==> config.mk <==
export PLATFORM = sky130hd
export DESIGN_NAME = qft3_job_scheduler
export DESIGN_NICKNAME = d
export VERILOG_FILES = /design/src/rtl/qft3_job_scheduler_pkg.sv /design/src/rtl/qft3_result_fifo.sv /design/src/rtl/qft3_job_scheduler.sv
export SDC_FILE = /design/constraint.sdc
export NUM_CORES = 1
export LEC_CHECK = 0
export BUFFER_PORTS_ARGS = -buffer_cell sky130_fd_sc_hd__clkbuf_2
export CAP_MARGIN = 10
export CORE_AREA = 10 10 489 491
export DETAILED_ROUTE_END_ITERATION = 12
export DIE_AREA = 0 0 499 501
export GPL_ROUTABILITY_DRIVEN = 1
export PLACE_DENSITY_LB_ADDON = 0.1
export SLEW_MARGIN = 10
export SYNTH_ARGS = -nofsm -noshare
export SYNTH_HDL_FRONTEND = slang
export SYNTH_SLANG_ARGS = --single-unit
==> constraint.sdc <==
create_clock -name clk -period 6.8 [get_ports clk]
set_input_delay 1.36 -clock clk [delete_from_list [all_inputs] [get_ports clk]]
set_output_delay 1.36 -clock clk [all_outputs]
set_load 0.01 [all_outputs]
==> src/rtl/qft3_job_scheduler_pkg.sv <==
// Shared widths, latencies and types for the QFT3 job scheduler.
// Amplitude width, datapath latency, vector packing and state/track types.
package qft3_job_scheduler_pkg;

    localparam int TOTAL_WIDTH = 16;
    localparam int QFT3_AMPS   = 8;
    localparam int QFT3_LAT    = 61;
    localparam int QFT3_VEC_W  = 2 * QFT3_AMPS * TOTAL_WIDTH;

    typedef enum logic [1:0] {
        ST_WARMUP,
        ST_RUN,
        ST_DRAIN
    } sched_state_t;

    typedef struct packed {
        logic valid;
        logic id;
    } track_t;

endpackage

==> src/rtl/qft3_result_fifo.sv <==
// Result FIFO: DEPTH entries of {id, vector}, simultaneous push/pop.
// Ports: clk, rst_n, push, push_data, pop, head, full, empty.
import qft3_job_scheduler_pkg::*;

module qft3_result_fifo #(
    parameter int DEPTH = 4,
    parameter int DW    = QFT3_VEC_W + 1
) (
    input  logic          clk,
    input  logic          rst_n,
    input  logic          push,
    input  logic [DW-1:0] push_data,
    input  logic          pop,
    output logic [DW-1:0] head,
    output logic          full,
    output logic          empty
);

    localparam int PW = (DEPTH > 1) ? $clog2(DEPTH) : 1;
    localparam int CW = $clog2(DEPTH + 1);

    logic [DW-1:0] mem [DEPTH];
    logic [PW-1:0] wr_ptr;
    logic [PW-1:0] rd_ptr;
    logic [CW-1:0] count;
    logic          do_push;
    logic          do_pop;

    function automatic logic [PW-1:0] inc(input logic [PW-1:0] p);
        return (p == PW'(DEPTH - 1)) ? '0 : p + PW'(1);
    endfunction

    assign empty   = (count == '0);
    assign full    = (count == CW'(DEPTH));
    assign do_pop  = pop & ~empty;
    // A pop frees the slot a same-cycle push needs when full.
    assign do_push = push & (~full | do_pop);

    always_ff @(posedge clk or negedge rst_n) begin
        if (!rst_n) begin
            wr_ptr <= '0;
            rd_ptr <= '0;
            count  <= '0;
        end else begin
            if (do_push)
                wr_ptr <= inc(wr_ptr);
            if (do_pop)
                rd_ptr <= inc(rd_ptr);
            unique case ({do_push, do_pop})
                2'b10:   count <= count + CW'(1);
                2'b01:   count <= count - CW'(1);
                default: count <= count;
            endcase
        end
    end

    always_ff @(posedge clk) begin
        if (do_push)
            mem[wr_ptr] <= push_data;
    end

    assign head = empty ? '0 : mem[rd_ptr];

endmodule

==> src/rtl/qft3_job_scheduler.sv <==
// Credit-based job scheduler in front of the pipelined QFT3 datapath.
// Ports: two valid/ready requesters, datapath in/out, result FIFO, flush.
import qft3_job_scheduler_pkg::*;

module qft3_job_scheduler #(
    parameter int W      = TOTAL_WIDTH,
    parameter int LAT    = QFT3_LAT,
    parameter int DEPTH  = 4,
    parameter int WARMUP = 3
) (
    input  logic                  clk,
    input  logic                  rst_n,
    input  logic                  req0_valid,
    input  logic                  req1_valid,
    input  logic [2*QFT3_AMPS*W-1:0] req0_vec,
    input  logic [2*QFT3_AMPS*W-1:0] req1_vec,
    output logic                  req0_ready,
    output logic                  req1_ready,
    output logic [2*QFT3_AMPS*W-1:0] pipe_in_vec,
    output logic                  pipe_in_valid,
    input  logic [2*QFT3_AMPS*W-1:0] pipe_out_vec,
    output logic                  res_valid,
    input  logic                  res_ready,
    output logic [2*QFT3_AMPS*W-1:0] res_vec,
    output logic                  res_id,
    input  logic                  flush,
    output logic                  flush_done,
    output logic                  busy
);

    localparam int VW  = 2 * QFT3_AMPS * W;
    localparam int CW  = $clog2(DEPTH + 1);
    localparam int WCW = (WARMUP > 1) ? $clog2(WARMUP) : 1;

    sched_state_t   state;
    logic [WCW-1:0] wcnt;
    logic [CW-1:0]  credits;
    logic           rr_prio;
    logic           win;
    logic           issue_ok;
    logic           accept;
    logic           pop;
    track_t         trk [LAT];
    logic           fifo_full;
    logic           fifo_empty;
    logic           fifo_push;
    logic [VW:0]    fifo_head;

    // rr_prio holds the requester that was not granted last;
    // it resets to 0 so req0 leads after reset.
    always_comb begin
        win = 1'b0;
        if (req0_valid && req1_valid)
            win = rr_prio;
        else if (req1_valid)
            win = 1'b1;
    end

    // Credits are judged on the pre-edge count, so a
    // same-cycle pop never frees a slot for an accept.
    assign issue_ok = (state == ST_RUN) && !flush
                    && (credits < CW'(DEPTH));
    assign accept   = issue_ok && (req0_valid || req1_valid);

    assign req0_ready    = accept && !win && req0_valid;
    assign req1_ready    = accept &&  win && req1_valid;
    assign pipe_in_valid = accept;
    assign pipe_in_vec   = !accept ? '0
                         : (win ? req1_vec : req0_vec);

    assign pop  = res_valid & res_ready;
    assign busy = (credits != '0) || (state != ST_RUN);

    always_ff @(posedge clk or negedge rst_n) begin
        if (!rst_n) begin
            state      <= ST_WARMUP;
            wcnt       <= '0;
            flush_done <= 1'b0;
        end else begin
            flush_done <= 1'b0;
            unique case (state)
                ST_WARMUP: begin
                    if (wcnt == WCW'(WARMUP - 1)) begin
                        state <= ST_RUN;
                        wcnt  <= '0;
                    end else begin
                        wcnt <= wcnt + WCW'(1);
                    end
                end
                ST_RUN: begin
                    if (flush)
                        state <= ST_DRAIN;
                end
                ST_DRAIN: begin
                    if (credits == '0) begin
                        state      <= ST_RUN;
                        flush_done <= 1'b1;
                    end
                end
                default: state <= ST_WARMUP;
            endcase
        end
    end

    always_ff @(posedge clk or negedge rst_n) begin
        if (!rst_n) begin
            credits <= '0;
            rr_prio <= 1'b0;
        end else begin
            unique case ({accept, pop})
                2'b10:   credits <= credits + CW'(1);
                2'b01:   credits <= credits - CW'(1);
                default: credits <= credits;
            endcase
            if (accept)
                rr_prio <= ~win;
        end
    end

    // Tracks job ids alongside the datapath; the tail
    // lines up with the cycle pipe_out_vec is valid.
    always_ff @(posedge clk or negedge rst_n) begin
        if (!rst_n) begin
            for (int i = 0; i < LAT; i++)
                trk[i] <= '0;
        end else begin
            trk[0] <= '{valid: accept, id: win};
            for (int i = 1; i < LAT; i++)
                trk[i] <= trk[i-1];
        end
    end

    assign fifo_push = trk[LAT-1].valid;

    qft3_result_fifo #(
        .DEPTH (DEPTH),
        .DW    (VW + 1)
    ) u_fifo (
        .clk       (clk),
        .rst_n     (rst_n),
        .push      (fifo_push),
        .push_data ({trk[LAT-1].id, pipe_out_vec}),
        .pop       (pop),
        .head      (fifo_head),
        .full      (fifo_full),
        .empty     (fifo_empty)
    );

    assign res_valid         = !fifo_empty;
    assign {res_id, res_vec} = fifo_head;

    no_overflow: assert property (
        @(posedge clk) disable iff (!rst_n)
        !(fifo_full && fifo_push && !pop)
    );

endmodule

==> summary.txt <==
Placed design
  – Gp weighted congestion: 1.007
  – Port Buffer Count: 1292
  – Area after DPL: 0.05775 sq mm
  – Dpl hpwl: 187.0 mm
  – Pre-CTS WS: 1390 ps

Synth
  – Synth Flop Type: edfxtp_1
  – Synth async-reset ratio: 11.84%
  – Syn Area/Cell: 17.26 sq um
  – #FFs+latches synth: 1166
  – Net Count, Synth: 3558
  – Synth Instances: 2775
  – YS warnings: 0
  – Post-synth top area share: 64.45%
  – Synth cell types: 32
  – Synth Cell Area: 0.04790 sq mm
  – EDFF count, synth: 1028
  – Synth area leaders: edfxtp_1, mux4_2, dfrtp_1
  – Area leader, netlist: edfxtp_1
  – Register area share after synthesis: 71.66%

STA
  – Period utilization: 77.84%
  – Final Max Slew Viols: 0
  – Tightest Pin Transition: 1036 ps
  – Hold Vio Cnt, Final: 0
  – Slew HR: 30.92%
  – Min cycle time layout: 5293 ps
  – Unrepaired setup endpoints after global routing: false
  – Setup TNS: 0 ps
  – Fmax: 188.9 MHz
  – Skew final: 24.45 ps
  – Final setup viols: 0
  – Post-route setup slack: 1507 ps

Layout
  – Share of post-route cells with drive strength above 1: 44.18%
  – Syn-to-layout area delta: 30.07%
  – Fin area: 0.06230 sq mm
  – FF+latch area: 0.03433 sq mm
  – Fin nets: 4794
  – Multi-input gate area: 0.01235 sq mm
  – Fillers: 23720
  – Post-layout util: 27.18%

CTS
  – Clock transition at path regs: 50 ps
  – Root Buffer: clkbuf_16
  – Post-CTS Setup Inserts: 0
  – Worst-Skew Late Latency: 780 ps
  – Post-CTS Resized: 0
  – Total clock sinks: 1166
  – Inserted Clock Buffers: 140
  – Hold buffer count at CTS: 0
  – CTS H-tree lvls: 4
  – CTS max path bufs: 3
  – CTS tree: done

Global routing
  – Vias in the first global route: 33830
  – GR Overflow Total: 0
  – First-pass GRT wire length: 321.6 mm
  – Largest net degree at the start of global routing: 145
  – GRT Util Overall: 18.73%
  – Antenna violations before repair: 169

Floorplan
  – Row count: 176
  – Core ar.: 0.2292 sq mm
  – Ports: 1293
  – Die Y-Extent: 501 microns
  – Horiz. Die Dim: 499 microns
  – DIE AREA: 0.2500 sq mm
  – Starting density of the core: 20.89%

Routing
  – DRT Wirelength: 245.0 mm
  – Post-route DRC: 0
  – Post-DR vias/cell: 4.480
  – Drt first pass iters: 5
  – Vias post-DR: 32310
  – DR iter-0 viols: 2334
  – WL per Instance: 33.97 microns
  – Routed Antenna Nets: 0

Setup path
  – Max Fanout on Critical Path: 76
  – FF-to-FF Start: u_fifo.count[0]$_DFFE_PN0P_
  – End of the critical path: pipe_in_vec[214]
  – Critical path arrival: 3930 ps
  – Startpoint types: primary input
  – R2R setup slack: 3800 ps
  – Worst Path Required: 5440 ps
  – Reg2Reg Capture Point: credits[2]$_DFFE_PN0P_
  – Crit path from: req1_valid
  – WS Path Type: primary input to output pin
  – Crit. End Element: output pin
  – R2R cell count: 8

Run status
  – Status: complete, no violations

Hold path
  – Min-Delay Startpoint: trk[78]$_DFF_PN0_
  – Hold Crit Class: register to register

Pwr
  – Peak supply drop: 232.5 uV
  – Cell Pwr Density: 359.7 mW/mm^2
  – Leak Pwr: 22.41 nW
  – Power Total: 0.02241 W

Job
  – Max-cap violations: 0
routing by layer:
metal	global-route usage [%]	up-vias	share of wire (%)	routed length, microns
li1	-	13660	-	-
met1	19.89	16830	36	87540
met2	34.18	1329	53	129100
met3	6.048	460	7.3	17780
met4	7.526	32	4.2	10270
met5	0	-	0.091	224
synth_stat cells, types with 13 or more instances:
| master | instances |
|---|---|
| a21oi_1 | 256 |
| and2_1 | 262 |
| buf_2 | 33 |
| buf_6 | 24 |
| clkbuf_1 | 197 |
| dfrtp_1 | 138 |
| edfxtp_1 | 1028 |
| inv_1 | 13 |
| mux4_2 | 257 |
| o211ai_1 | 256 |
| o21ai_0 | 260 |
state kept, by name (all words and copies together) (netlist names):
name / count
trk: 121
state: 2
fifo_push: 1
u_fifo.rd_ptr: 2
u_fifo.count: 3
credits: 3
u_fifo.mem: 1028
rr_prio: 1
flush_done: 1
u_fifo.wr_ptr: 2
wcnt: 2
final cells by class:
type,count,share of cell area [%]
Tap cell,3026,6.078
Sequential cell,1166,55.11
Multi-Input combinational cell,1337,19.83
Clock inverter,72,1.052
Clock buffer,183,5.999
Antenna cell,62,0.2490
Inverter,14,0.1085
Timing Repair Buffer,1352,11.57
worst min-delay path by stage:
stage,cells past startpoint,endpoint,slack [ps]
after detailed placement,0,trk[116]$_DFF_PN0_,330
after global routing,0,trk[76]$_DFF_PN0_,350
final,0,trk[76]$_DFF_PN0_,340
after floorplan,0,fifo_push$_DFF_PN0_,330
after global placement,0,trk[17]$_DFF_PN0_,330
after CTS,0,trk[52]$_DFF_PN0_,340
cells by family after synthesis:
family	share of synthesized area, %
DFF	71.66
buffers and inverters	2.602
muxes	12.24
AOI/OAI and AO/OA	9.457
and+or+nand+nor	3.660
adders and majority gates	0.2665
xor gates and xnor gates	0.1097
placed cells by master, fill, tap and decap left out, types with 4 or more instances in the layout:
cell type	synthesis	layout
a21oi_1	256	256
and2_1	262	258
and2_4	0	4
buf_12	0	22
buf_4	1	38
bufinv_16	0	7
clkbuf_1	197	38
clkbuf_16	0	142
clkbuf_2	0	1290
clkinv_1	0	22
clkinv_2	0	19
clkinv_4	0	5
dfrtp_1	138	135
diode_2	0	62
edfxtp_1	1028	1028
ha_1	7	7
inv_1	13	12
inv_6	0	11
mux2_2	5	5
mux4_2	257	257
nor2_1	7	7
o211ai_1	256	256
o21ai_0	260	260
critical path, stage by stage:
cell	delay, ps
buf_8	420
nor2_1	110
or4_4	750
buf_4	340
a21oi_1	600
clkbuf_2	260
per-stage QoR:
step	hold WS, ps	instances
2_1_floorplan	331.2	2775
3_3_place_gp	331.5	6895
3_5_place_dp	334.7	6895
4_1_cts	338.8	7150
5_1_grt	348.9	7188
6_report	341.5	7212
power breakdown:
| group | leakage [nW] | internal (W) | switching, W |
|---|---|---|---|
| combinational | 9.20 | 0.00292 | 0.00419 |
| sequential | 11.1 | 0.00791 | 0.000221 |
| clock | 2.15 | 0.00417 | 0.00299 |
Note: power is estimated with default switching activity, not from simulation.
